`src/rtl/draw_player.sv`:
```
// draw_player: moves a square player sprite on a programmable tick, collects
// the active point once per overlap episode, and overlays both sprites onto
// the incoming VGA stream with exactly one cycle of latency.
module draw_player #(
    parameter int          SCREEN_W     = 800,
    parameter int          SCREEN_H     = 600,
    parameter int          PLAYER_HALF  = 16,
    parameter int          POINT_HALF   = 8,
    parameter int          MOVE_DIV     = 500000,
    parameter int          STEP         = 1,
    parameter int          SCORE_W      = 4,
    parameter int          START_X      = 32,
    parameter int          START_Y      = 32,
    parameter logic [11:0] PLAYER_COLOR = 12'hF00,
    parameter logic [11:0] POINT_COLOR  = 12'h0F0
) (
    input  logic               clk,
    input  logic               rst,
    // timing + colour from the background stage
    input  logic [10:0]        vga_in_hcount,
    input  logic [10:0]        vga_in_vcount,
    input  logic               vga_in_hsync,
    input  logic               vga_in_vsync,
    input  logic               vga_in_hblnk,
    input  logic               vga_in_vblnk,
    input  logic [11:0]        vga_in_rgb,
    // same stream, one cycle later, with sprites overlaid
    output logic [10:0]        vga_out_hcount,
    output logic [10:0]        vga_out_vcount,
    output logic               vga_out_hsync,
    output logic               vga_out_vsync,
    output logic               vga_out_hblnk,
    output logic               vga_out_vblnk,
    output logic [11:0]        vga_out_rgb,
    // movement requests and wall flags
    input  logic               move_up,
    input  logic               move_down,
    input  logic               move_right,
    input  logic               move_left,
    input  logic               blk_up,
    input  logic               blk_down,
    input  logic               blk_right,
    input  logic               blk_left,
    // point source handshake
    input  logic [10:0]        point_x,
    input  logic [10:0]        point_y,
    input  logic               point_valid,
    output logic               point_take,
    // status
    output logic [SCORE_W-1:0] score,
    output logic               score_sat,
    output logic [10:0]        xpos,
    output logic [10:0]        ypos
);

    localparam int CNT_W = (MOVE_DIV > 2) ? $clog2(MOVE_DIV) : 1;
    localparam logic [CNT_W-1:0]   CNT_LAST  = CNT_W'(MOVE_DIV - 1);
    localparam logic [11:0]        X_MIN     = 12'(PLAYER_HALF);
    localparam logic [11:0]        X_MAX     = 12'(SCREEN_W - PLAYER_HALF - 1);
    localparam logic [11:0]        Y_MIN     = 12'(PLAYER_HALF);
    localparam logic [11:0]        Y_MAX     = 12'(SCREEN_H - PLAYER_HALF - 1);
    localparam logic [11:0]        STEP_V    = 12'(STEP);
    localparam logic [11:0]        REACH     = 12'(PLAYER_HALF + POINT_HALF);
    localparam logic [11:0]        P_HALF    = 12'(PLAYER_HALF);
    localparam logic [11:0]        Q_HALF    = 12'(POINT_HALF);
    localparam logic [SCORE_W-1:0] SCORE_MAX = '1;

    typedef enum logic [1:0] {
        S_WAIT,
        S_ARMED,
        S_TAKE,
        S_DRAIN
    } state_t;

    logic [CNT_W-1:0]   cnt;
    logic               tick;
    logic [11:0]        x_cur;
    logic [11:0]        y_cur;
    logic [11:0]        x_next;
    logic [11:0]        y_next;
    logic [11:0]        dx;
    logic [11:0]        dy;
    logic               overlap;
    state_t             state_q;
    state_t             state_d;
    logic [SCORE_W-1:0] score_next;
    logic [11:0]        h_cur;
    logic [11:0]        v_cur;
    logic               active;
    logic               player_hit;
    logic               point_hit;
    logic [11:0]        rgb_next;

    // Inclusive box span [c-half+1, c+half], rearranged so nothing subtracts.
    function automatic logic in_span(input logic [11:0] p, input logic [11:0] c,
                                     input logic [11:0] half);
        return ((p + half) >= (c + 12'd1)) && (p <= (c + half));
    endfunction

    assign x_cur = {1'b0, xpos};
    assign y_cur = {1'b0, ypos};
    assign tick  = (cnt == CNT_LAST);

    // Free-running movement divider: one tick every MOVE_DIV cycles.
    always_ff @(posedge clk) begin
        // NOTE: registers use <= so every flop samples pre-edge values; = here would create order-dependent races.
        if (rst)       cnt <= '0;
        else if (tick) cnt <= '0;
        else           cnt <= cnt + 1'b1;
    end

    // Next position: only the highest-priority request counts, and its wall flag vetoes the move.
    always_comb begin
        // NOTE: defaults first so every path assigns the outputs and no latch is inferred.
        x_next = x_cur;
        y_next = y_cur;
        if (tick) begin
            if (move_up) begin
                if (!blk_up)
                    y_next = (y_cur >= Y_MIN + STEP_V) ? y_cur - STEP_V : Y_MIN;
            end else if (move_down) begin
                if (!blk_down)
                    y_next = (y_cur + STEP_V <= Y_MAX) ? y_cur + STEP_V : Y_MAX;
            end else if (move_right) begin
                if (!blk_right)
                    x_next = (x_cur + STEP_V <= X_MAX) ? x_cur + STEP_V : X_MAX;
            end else if (move_left) begin
                if (!blk_left)
                    x_next = (x_cur >= X_MIN + STEP_V) ? x_cur - STEP_V : X_MIN;
            end
        end
    end

    // Player position register.
    always_ff @(posedge clk) begin
        if (rst) begin
            xpos <= 11'(START_X);
            ypos <= 11'(START_Y);
        end else begin
            xpos <= 11'(x_next);
            ypos <= 11'(y_next);
        end
    end

    // Overlap test on the registered (pre-move) position.
    always_comb begin
        dx      = (x_cur >= {1'b0, point_x}) ? x_cur - {1'b0, point_x} : {1'b0, point_x} - x_cur;
        dy      = (y_cur >= {1'b0, point_y}) ? y_cur - {1'b0, point_y} : {1'b0, point_y} - y_cur;
        overlap = (dx < REACH) && (dy < REACH);
    end

    // Collect FSM state register.
    always_ff @(posedge clk) begin
        if (rst) state_q <= S_WAIT;
        else     state_q <= state_d;
    end

    // Collect FSM next state: one collection per point, judged only on ticks.
    always_comb begin
        state_d = state_q;
        unique case (state_q)
            S_WAIT:  if (point_valid) state_d = S_ARMED;
            S_ARMED: begin
                if (!point_valid)          state_d = S_WAIT;
                else if (tick && overlap)  state_d = S_TAKE;
            end
            S_TAKE:  state_d = S_DRAIN;
            S_DRAIN: if (!point_valid) state_d = S_WAIT;
            default: state_d = S_WAIT;
        endcase
    end

    assign point_take = (state_q == S_TAKE);

    // Saturating score increment, applied while in TAKE.
    always_comb begin
        score_next = score;
        if (point_take && (score != SCORE_MAX))
            score_next = score + 1'b1;
    end

    // Score and its saturation flag update together.
    always_ff @(posedge clk) begin
        if (rst) begin
            score     <= '0;
            score_sat <= 1'b0;
        end else begin
            score     <= score_next;
            score_sat <= (score_next == SCORE_MAX);
        end
    end

    // Pixel colour: player over point over background; blanked pixels untouched.
    always_comb begin
        h_cur      = {1'b0, vga_in_hcount};
        v_cur      = {1'b0, vga_in_vcount};
        active     = !vga_in_hblnk && !vga_in_vblnk;
        player_hit = active && in_span(h_cur, x_cur, P_HALF) && in_span(v_cur, y_cur, P_HALF);
        point_hit  = active && in_span(h_cur, {1'b0, point_x}, Q_HALF)
                            && in_span(v_cur, {1'b0, point_y}, Q_HALF);
        rgb_next   = vga_in_rgb;
        if (player_hit)                          rgb_next = PLAYER_COLOR;
        else if (point_hit && state_q == S_ARMED) rgb_next = POINT_COLOR;
    end

    // Output stage: timing delayed one cycle alongside the overlaid colour.
    always_ff @(posedge clk) begin
        if (rst) begin
            vga_out_hcount <= '0;
            vga_out_vcount <= '0;
            vga_out_hsync  <= 1'b0;
            vga_out_vsync  <= 1'b0;
            vga_out_hblnk  <= 1'b0;
            vga_out_vblnk  <= 1'b0;
            vga_out_rgb    <= '0;
        end else begin
            vga_out_hcount <= vga_in_hcount;
            vga_out_vcount <= vga_in_vcount;
            vga_out_hsync  <= vga_in_hsync;
            vga_out_vsync  <= vga_in_vsync;
            vga_out_hblnk  <= vga_in_hblnk;
            vga_out_vblnk  <= vga_in_vblnk;
            vga_out_rgb    <= rgb_next;
        end
    end

endmodule

```
`config.mk`:
```
export PLATFORM = sky130hd
export DESIGN_NAME = draw_player
export DESIGN_NICKNAME = d
export VERILOG_FILES = /design/src/rtl/draw_player.sv
export SDC_FILE = /design/constraint.sdc
export NUM_CORES = 1
export LEC_CHECK = 0
export BUFFER_PORTS_ARGS = -buffer_cell sky130_fd_sc_hd__buf_2
export CAP_MARGIN = 20
export CORE_ASPECT_RATIO = 0.8
export CORE_UTILIZATION = 51
export DETAILED_ROUTE_END_ITERATION = 6
export PLACE_DENSITY = 0.77
export SLEW_MARGIN = 20
export SYNTH_ARGS = -nofsm -noshare
export SYNTH_HDL_FRONTEND = slang
export SYNTH_SLANG_ARGS = --single-unit
```
`constraint.sdc`:
```
create_clock -name clk -period 3.21 [get_ports clk]
set_clock_uncertainty 0.1 [all_clocks]
set_input_delay 0.1605 -clock clk [delete_from_list [all_inputs] [get_ports clk]]
set_output_delay 0.1605 -clock clk [all_outputs]
set_load 0.05 [all_outputs]
```
Word level (Yosys, flattened, before mapping)
Cells that the tools add are included.

word-level totals
  input bits = 71
  output and inout port bits = 66
  logic and storage cells = 112
  register bits after elaboration = 86

cells by class
  equality and inequality tests = 13
  multiplexer cells = 22
  reduce and logical (&&, ||, !) cells = 24
  $lt $le $gt $ge = 16
  bitwise logic cells = 2
  $add $sub $neg = 20

operators by type and width
  cell                                                                count
  two-way mux 11 bit                                                  12
  adder 11 x 1 -> 12 bit, second input constant                       4
  adder 11 x 4 -> 12 bit, second input constant                       4
  adder 11 x 5 -> 12 bit, second input constant                       4
  greater-or-equal comparator 12 bit                                  4
  <= comparator 11 x 12 -> 1 bit                                      4
  two-way mux 12 bit                                                  4
  subtractor 11 x 11 -> 12 bit                                        4
  <= comparator 12 x 10 -> 1 bit, second input constant               2
  less-than comparator 12 x 5 -> 1 bit, second input constant         2
  greater-or-equal comparator 11 bit                                  2
  greater-or-equal comparator 11 x 5 -> 1 bit, second input constant  2
  subtractor 11 x 1 -> 11 bit, second input constant                  2
  adder 19 x 1 -> 19 bit, second input constant                       1
  equality test 19 bit, second input constant                         1
  logical AND 1 bit                                                   13
  != test 2 bit, second input constant                                6
  two-way mux 2 bit                                                   4
  case mux 2 bit (4 select lines)                                     1
  AND reduction 6 bit                                                 1
  adder 4 x 1 -> 4 bit, second input constant                         1
  equality test 2 bit, second input constant                          2
  equality test 4 bit, second input constant                          1
  two-way mux 4 bit                                                   1
  other kinds (11)                                                    15

Longest topological paths before layout
Gate-level depths: netlist of run 1.

  word-level depth = 8
  depth in mapped cells = 14
  depth with buffers taken out = 14

Worst setup path after synthesis of run 1
No wires, ideal clock.

  path type = reg2reg
  start = register ypos[2]
  end = register (tool-made name)
  cell stages (with the launch flop) = 12
  slack = -0.489 ns
  period minus slack after synthesis = 3.699 ns
  arrival time = 3.526 ns
  setup time = 0.073 ns
  path buffers = 1
  data required time = 3.037 ns
  path through = dfxtp_1 -> clkbuf_1 -> inv_1 -> ha_1 -> o31a_1 -> nor4_1 -> o41ai_1 -> mux2_4 -> a222oi_1 -> mux2_4 -> or4b_4 -> o22ai_2

RTL lines
  item                    RTL line  text
  from (decl)             53        output logic [10:0] ypos
  from (signal assigned)  138       ypos <= 11'(START_Y);
  from (signal assigned)  141       ypos <= 11'(y_next);

==> impl_metrics.csv, run 1 <==
group,metric,value,unit
worst_setup_path,setup.worst_path.end_class,"flip-flop",
yosys,synth_area,9060,um^2
finish,proportion_of_layout_cells_with_a_drive_suffix_above_1,0.231,
placed_design,port_buffer_count,136,
finish,fin_util,0.647,
cts,clock_tree_from_tritoncts,"yes",
worst_setup_path,critical_path.max_stage_delay,0.49,ns
sta,final_period_minus_worst_setup_slack,3.23,ns
global_routing,global_route.usage.total,0.318,
finish,area.growth.synth_to_final,24.2,%
hold_path,worstHoldPathType,"primary input to flip-flop",
yosys,syn_inst,1120,
sta,fin_hold_ws,0.00603,ns
floorplan,coreArea,17400,um^2
run_status,status,"finished with violations",
cts,h_tree_levels,3,
sta,grt_setup_unrepaired,"yes",
floorplan,io-pin-count,137,
power_and_ir_drop,power_per_cell_area,281,nW/um^2
global_routing,maximum_number_of_pins_on_one_net_before_global_route_repair,35,
cts,clk_latency,0.36,ns
power_and_ir_drop,p_sw_frac,0.321,
finish,multi_input_comb_area,7050,um^2
route,drt-wirelength-per-cell,18.3,um
finish,antenna_diode_count,0,
cts,worst_setup_hold_path_clk_slew,0.07,ns
sta,final_hold_viol_count,0,
run_status,failing_checks,"negative setup slack",
yosys,synthesized_flop_and_latch_total,86,
floorplan,die_area,18300,um^2
cts,cts_buffers,9,
power_and_ir_drop,leakagePower,5.08,nW
route,routed_wl,28.7,mm
worst_setup_path,worstPathCellList,"ha_4 > nor2b_4 > o31a_1 > nor4_4 > o41ai_2 > mux2_4 > a222oi_1 > mux2_4 > or4b_4 > o22ai_2",
power_and_ir_drop,intPower,0.00215,W
yosys,synth_edf_count,0,
finish,layout.cells.non_filler,1569,
sta,tcrit_tclk_final,1.01,
placed_design,dp.cells,1530,
finish,final-seq-area,1760,um^2
sta,final-max-slew-violation-count,0,
floorplan,floorplan.die.width,151,um
finish,nNetsFinal,1568,
route,first_iter_violations,1110,
worst_setup_path,worst_setup_path_start_kind,"flip-flop",
worst_setup_path,cpMostUsedCell,"mux2_4",
power_and_ir_drop,p_clk_frac,0.380,
cts,cts-root-to-sink-buffers,2,
power_and_ir_drop,sequential_group_share_of_total_power,0.348,
finish,n_fill_cell,1481,
route,drc,0,
cts,cts_root_buf,"clkbuf_16",
sta,timing.final.ws_setup,-0.0247,ns
yosys,synth.avg_cell_area,8.09,um^2
yosys,proportion_of_synthesized_chip_area_in_sequential_cells,0.190,
yosys,async_flop_share,0,
floorplan,initial_cell_density_of_the_core,0.521,
global_routing,number_of_antenna_violations_at_the_first_check_in_global_routing,0,
route,viasPerCell,6.02,
worst_setup_path,master_of_the_slowest_instance_on_the_critical_path,"or4b_4",
route,ant_nets,0,
sta,setup_viol,1,
route,total_iterations_of_the_first_detailed_routing_run,6,
power_and_ir_drop,worst_ir_drop_vdd,0.217,mV
placed_design,place_hpwl,22.5,mm
yosys,ys_dominant_reg_cell,"dfxtp_1",
sta,slew-limit-headroom,0.518,
worst_setup_path,timing.setup.critical_path_class,"flip-flop to flip-flop",
power_and_ir_drop,total_switching_power,0.00102,W
global_routing,grt_pass1_wl,45.0,mm
yosys,nets_in_the_synthesized_netlist,1349,
worst_setup_path,crit_required,3.41,ns
yosys,synth.lib_cells_used.distinct,82,
floorplan,std_cell_rows,43,
run,max-cap-violations,0,
route,vias,9442,
floorplan,die-height,121,um
power_and_ir_drop,comb_power_share,0.272,
worst_setup_path,worst-path-max-fanout,5,
yosys,yosys_warnings,0,
global_routing,vias_in_the_first_global_route,8710,
worst_setup_path,timing.critical_path.arrival,3.43,ns
power_and_ir_drop,p_total,0.00316,W
global_routing,remaining_global_route_overflow,0,
placed_design,routabilityCongestion,0.975,
sta,tightest_slew,0.717,ns
cts,cts_num_sinks,86,
sta,maxClockFrequency,0.309,GHz
per-layer routing:
metal	wire length, um	GRT usage
met1	13400	0.455
met2	12400	0.491
met3	2560	0.0560
met4	418	0.0719
met5	0	0
final timing paths:
kind	from	endpoint	slack, ns	depth (start not counted)
setup / recovery	ypos[1]	flip-flop	-0.02	10
hold / removal	vga_in_vcount[1]	vga_out_vcount[1]	0.006	2
setup reg to reg	ypos[1]	flip-flop	-0.02	10
hold reg to reg	cnt[0]	cnt[0]	0.35	1
cell usage in the layout (no fill, tap or decap), types with 12 or more instances in the layout:
| cell | synthesis | routed |
|---|---|---|
| ha_1 | 158 | 153 |
| and3_1 | 13 | 12 |
| o21a_1 | 24 | 24 |
| buf_4 | 2 | 94 |
| nor2b_1 | 35 | 34 |
| buf_2 | 4 | 136 |
| nand2_1 | 56 | 56 |
| nor3_1 | 26 | 25 |
| nand4_1 | 24 | 24 |
| xnor2_1 | 85 | 82 |
| nor2_1 | 84 | 81 |
| a21oi_1 | 67 | 64 |
| nand3_1 | 53 | 52 |
| xor2_1 | 24 | 24 |
| o21ai_0 | 56 | 55 |
| dfxtp_1 | 86 | 69 |
| a31oi_1 | 13 | 13 |
| a211oi_1 | 16 | 15 |
| nand2b_1 | 21 | 21 |
| inv_1 | 71 | 70 |
| a21o_1 | 18 | 18 |
| dlygate4sd3_1 | 1 | 17 |
what timing repair did:
action                     CTS  global route
pin swaps                    3            13
hold buffers                17             0
setup endpoints to repair    9            14
cloned                       0             0
gates resized for setup      6            26
setup buffers                2             4
hold endpoints to repair    17             0
cells in the mapped netlist, drive strengths merged, types with 4 or more instances:
library cell    n  area, um^2
a2111oi         5        50.0
a211oi         16         120
a21o           18         135
a21oi          68         344
a221o           4        40.0
a221oi          7        61.3
a311oi          4        35.0
a31oi          13        81.3
and2            4        25.0
and3           13        81.3
and3b           4        35.0
and4            7        61.3
buf             8        42.5
clkbuf         31         136
dfxtp          86        1720
ha            158        1980
inv            71         267
mux2            4        52.6
mux2i           8        80.1
nand2          56         210
nand2b         21         131
nand3          53         265
nand3b          4        30.0
nand4          24         150
nand4b          4        35.0
nor2           86         342
nor2b          35         219
nor3           27         140
nor4            8        50.1
o211ai          7        52.6
o21a           24         180
o21ai          60         315
o221ai          4        35.0
o22ai           9        68.8
or3             9        56.3
xnor2          85         744
xor2           24         210
sequential cells by signal, indices dropped and copies added, names as in the netlist, 4 cells and up, named ones only:
name            count
cnt                19
score               4
vga_out_hcount     11
vga_out_rgb        12
vga_out_vcount     11
xpos               11
ypos               11
cell families (layout without fill, tap and decap cells):
group	after synthesis	after routing	share of synthesized area
compound gates	275	275	0.206
xor+xnor	109	109	0.105
fa+ha+maj	158	158	0.218
buf+inv	111	335	0.0503
flops	86	86	0.190
mux	12	12	0.0146
simple gates	369	369	0.216
layout make-up:
cell class	count	area share
Clock buffer	11	0.0216
Clock inverter	5	0.00734
Inverter	71	0.0237
Multi-Input combinational cell	923	0.626
Sequential cell	86	0.157
Tap cell	225	0.0250
Timing Repair Buffer	248	0.139
worst max-delay path: cells and delay by family, from the launching register on:
family | cells | cell delay [ns]
muxes | 2 | 0.61
adders and majority gates | 1 | 0.23
DFF | 1 | 0.37
AOI/OAI and AO/OA | 4 | 0.92
and+or+nand+nor | 3 | 0.95
through the flow:
step	TNS [ns]	cell area, um^2	setup slack [ns]
floorplan	-0.0114	9110	-0.0114
global placement	-0.262	10500	-0.0503
detailed placement	-0.601	10500	-0.0951
CTS	-0.00578	11100	-0.00578
global route	-0.209	11200	-0.101
finish	-0.0247	11200	-0.0247
power by group through the flow:
stage | clock (W) | combinational (W) | sequential, W
2_1_floorplan | 0 | 0.000432 | 0.00122
3_3_place_gp | 0 | 0.000783 | 0.00112
3_5_place_dp | 0 | 0.000801 | 0.00112
4_1_cts | 0.00122 | 0.000828 | 0.00110
5_1_grt | 0.00126 | 0.000939 | 0.00110
6_report | 0.00120 | 0.000861 | 0.00110
(Power assumes the default switching activity.)
==> run 2: changes to the inputs <==
==> constraint.sdc (replaced) <==
create_clock -name clk -period 3.21 [get_ports clk]
set_clock_uncertainty 0.1 [all_clocks]
set_input_delay 0.321 -clock clk [delete_from_list [all_inputs] [get_ports clk]]
set_output_delay 0.321 -clock clk [all_outputs]
set_load 0.05 [all_outputs]
==> impl_metrics.csv, run 2 (same netlist as run 1, synthesis figures left out) <==
group,metric,value,unit
finish,proportion_of_layout_cells_with_a_drive_suffix_above_1,0.260,
route,ant_nets,0,
cts,cts_num_sinks,86,
finish,nNetsFinal,1580,
placed_design,dp.cells,1557,
finish,number_of_flip_flops_under_the_largest_register_name,19,
route,total_iterations_of_the_first_detailed_routing_run,6,
finish,top_regs,"cnt: 19 flops, vga_out_rgb: 12 flops",
power_and_ir_drop,leakagePower,5.14,nW
worst_setup_path,crit-reg2reg-launch,"xpos[8]",
sta,grt_setup_unrepaired,"yes",
cts,worst_setup_hold_path_clk_slew,0.08,ns
worst_setup_path,timing.setup.critical_path_class,"flip-flop to flip-flop",
worst_setup_path,worst_setup_path_startpoint,"xpos[8]",
route,viasPerCell,5.92,
power_and_ir_drop,power_per_cell_area,267,nW/um^2
sta,setup_viol,0,
sta,fin_hold_ws,0.0660,ns
power_and_ir_drop,worst_ir_drop_vdd,0.215,mV
cts,clk_latency,0.36,ns
finish,register_name_with_the_most_flops,"cnt",
worst_setup_path,timing.critical_path.arrival,3.33,ns
global_routing,grt_pass1_wl,44.7,mm
cts,cts_hold_buf,0,
route,drc,0,
finish,mostFrequentLayoutCells,"ha_1, buf_2, buf_4",
worst_setup_path,setup.worst_path.end_class,"flip-flop",
floorplan,die-height,121,um
cts,cts-root-to-sink-buffers,2,
sta,final_hold_viol_count,0,
finish,area.growth.synth_to_final,25.0,%
hold_path,worstHoldPathType,"primary input to flip-flop",
sta,slew-limit-headroom,0.428,
cts,clock_tree_from_tritoncts,"yes",
finish,layout.cells.non_filler,1581,
hold_path,holdCritStartpoint,"vga_in_vsync",
sta,final-max-slew-violation-count,0,
worst_setup_path,worst-path-max-fanout,6,
finish,final_common_cell,"ha_1",
sta,tcrit_tclk_final,0.975,
floorplan,initial_cell_density_of_the_core,0.521,
sta,tightest_slew,0.856,ns
run_status,status,"finished, final reports clean",
floorplan,die_area,18300,um^2
sta,final_period_minus_worst_setup_slack,3.13,ns
power_and_ir_drop,p_total,0.00303,W
route,first_iter_violations,970,
route,drt-wirelength-per-cell,17.9,um
worst_setup_path,worst_setup_path_start_kind,"flip-flop",
floorplan,coreArea,17400,um^2
worst_setup_path,worstRegToRegCells,10,
finish,stdcell_area,11300,um^2
floorplan,io-pin-count,137,
route,routed_wl,28.4,mm
sta,maxClockFrequency,0.320,GHz
floorplan,floorplan.die.width,151,um
placed_design,place_area,10700,um^2
placed_design,place_hpwl,22.6,mm
run,max-cap-violations,0,
placed_design,routabilityCongestion,1.01,
route,vias,9356,
global_routing,global_route.usage.total,0.314,
global_routing,remaining_global_route_overflow,0,
finish,fin_util,0.651,
floorplan,std_cell_rows,43,
cts,cts_root_buf,"clkbuf_16",
global_routing,maximum_number_of_pins_on_one_net_before_global_route_repair,41,
cts,h_tree_levels,3,
finish,antenna_diode_count,0,
cts,cts_buffers,9,
worst_setup_path,crit_required,3.41,ns
global_routing,vias_in_the_first_global_route,8716,
placed_design,port_buffer_count,136,
global_routing,number_of_antenna_violations_at_the_first_check_in_global_routing,0,
worst_setup_path,r2r_slack,0.08,ns
==> run 2: cell count changes in the layout (fill, tap and decap cells not counted), sizes merged <==
cell and delta:
bufinv -2, clkbuf -2, clkinvlp +2, buf +29
dlygate4sd3 -17, clkinv -1, inv +3
==> run 2: layout make-up <==
type | count | area [um^2]
clock buffer | 9 | 225
clock inverter | 7 | 60.1
fill | 1468 | 6060
inverter | 71 | 274
multi-input combinational | 923 | 7100
sequential | 86 | 1760
tap | 225 | 282
timing repair buffer | 260 | 1620
==> run 2: layer usage <==
metal / vias up / share of wire / global-route usage / routed length, um
li1: 4548 / - / - / -
met1: 4318 / 0.47 / 0.446 / 13200
met2: 434 / 0.42 / 0.470 / 11900
met3: 56 / 0.094 / 0.0748 / 2680
met4: 0 / 0.019 / 0.0794 / 531
met5: - / 0 / 0 / 0
==> run 2: through the flow <==
| step | setup slack [ns] | TNS (ns) |
|---|---|---|
| 5_1_grt | -0.0277 | -0.0708 |
| 4_1_cts | -0.0304 | -0.0304 |
| 6_report | 0.0809 | 0 |
| 3_5_place_dp | -0.129 | -0.542 |
| 3_3_place_gp | -0.0775 | -0.295 |
| 2_1_floorplan | -0.0114 | -0.0114 |
==> run 2: critical path: stages (launching register included) <==
cell and delay [ns]:
dfxtp_1 0.41, ha_1 0.44, inv_1 0.11, o221a_2 0.30, nor2_1 0.22, nor4_1 0.14, or4_1 0.48, o211a_1 0.15
xnor2_1 0.16, or4b_4 0.49, o22ai_2 0.09
==> run 2: worst min-delay path by stage <==
stage                           endpoint  depth (start not counted)
after floorplan                   cnt[0]                          1
after global placement            cnt[0]                          1
after detailed placement          cnt[0]                          1
after CTS                  vga_out_vsync                          2
after global routing      vga_out_rgb[7]                          2
final                      vga_out_vsync                          2
==> run 2: power by group <==
part,total (W),internal [W],leakage (nW),switching [W]
Clock,0.00106,0.000544,0.145,0.000520
Combinational,0.000864,0.000351,4.28,0.000513
Sequential,0.00110,0.00109,0.713,0.00000894
==> run 2: repair_timing <==
action,4_1_cts,5_1_grt
gates resized for setup,5,41
pin swaps,2,10
setup endpoints to repair,9,14
buffers inserted,1,7
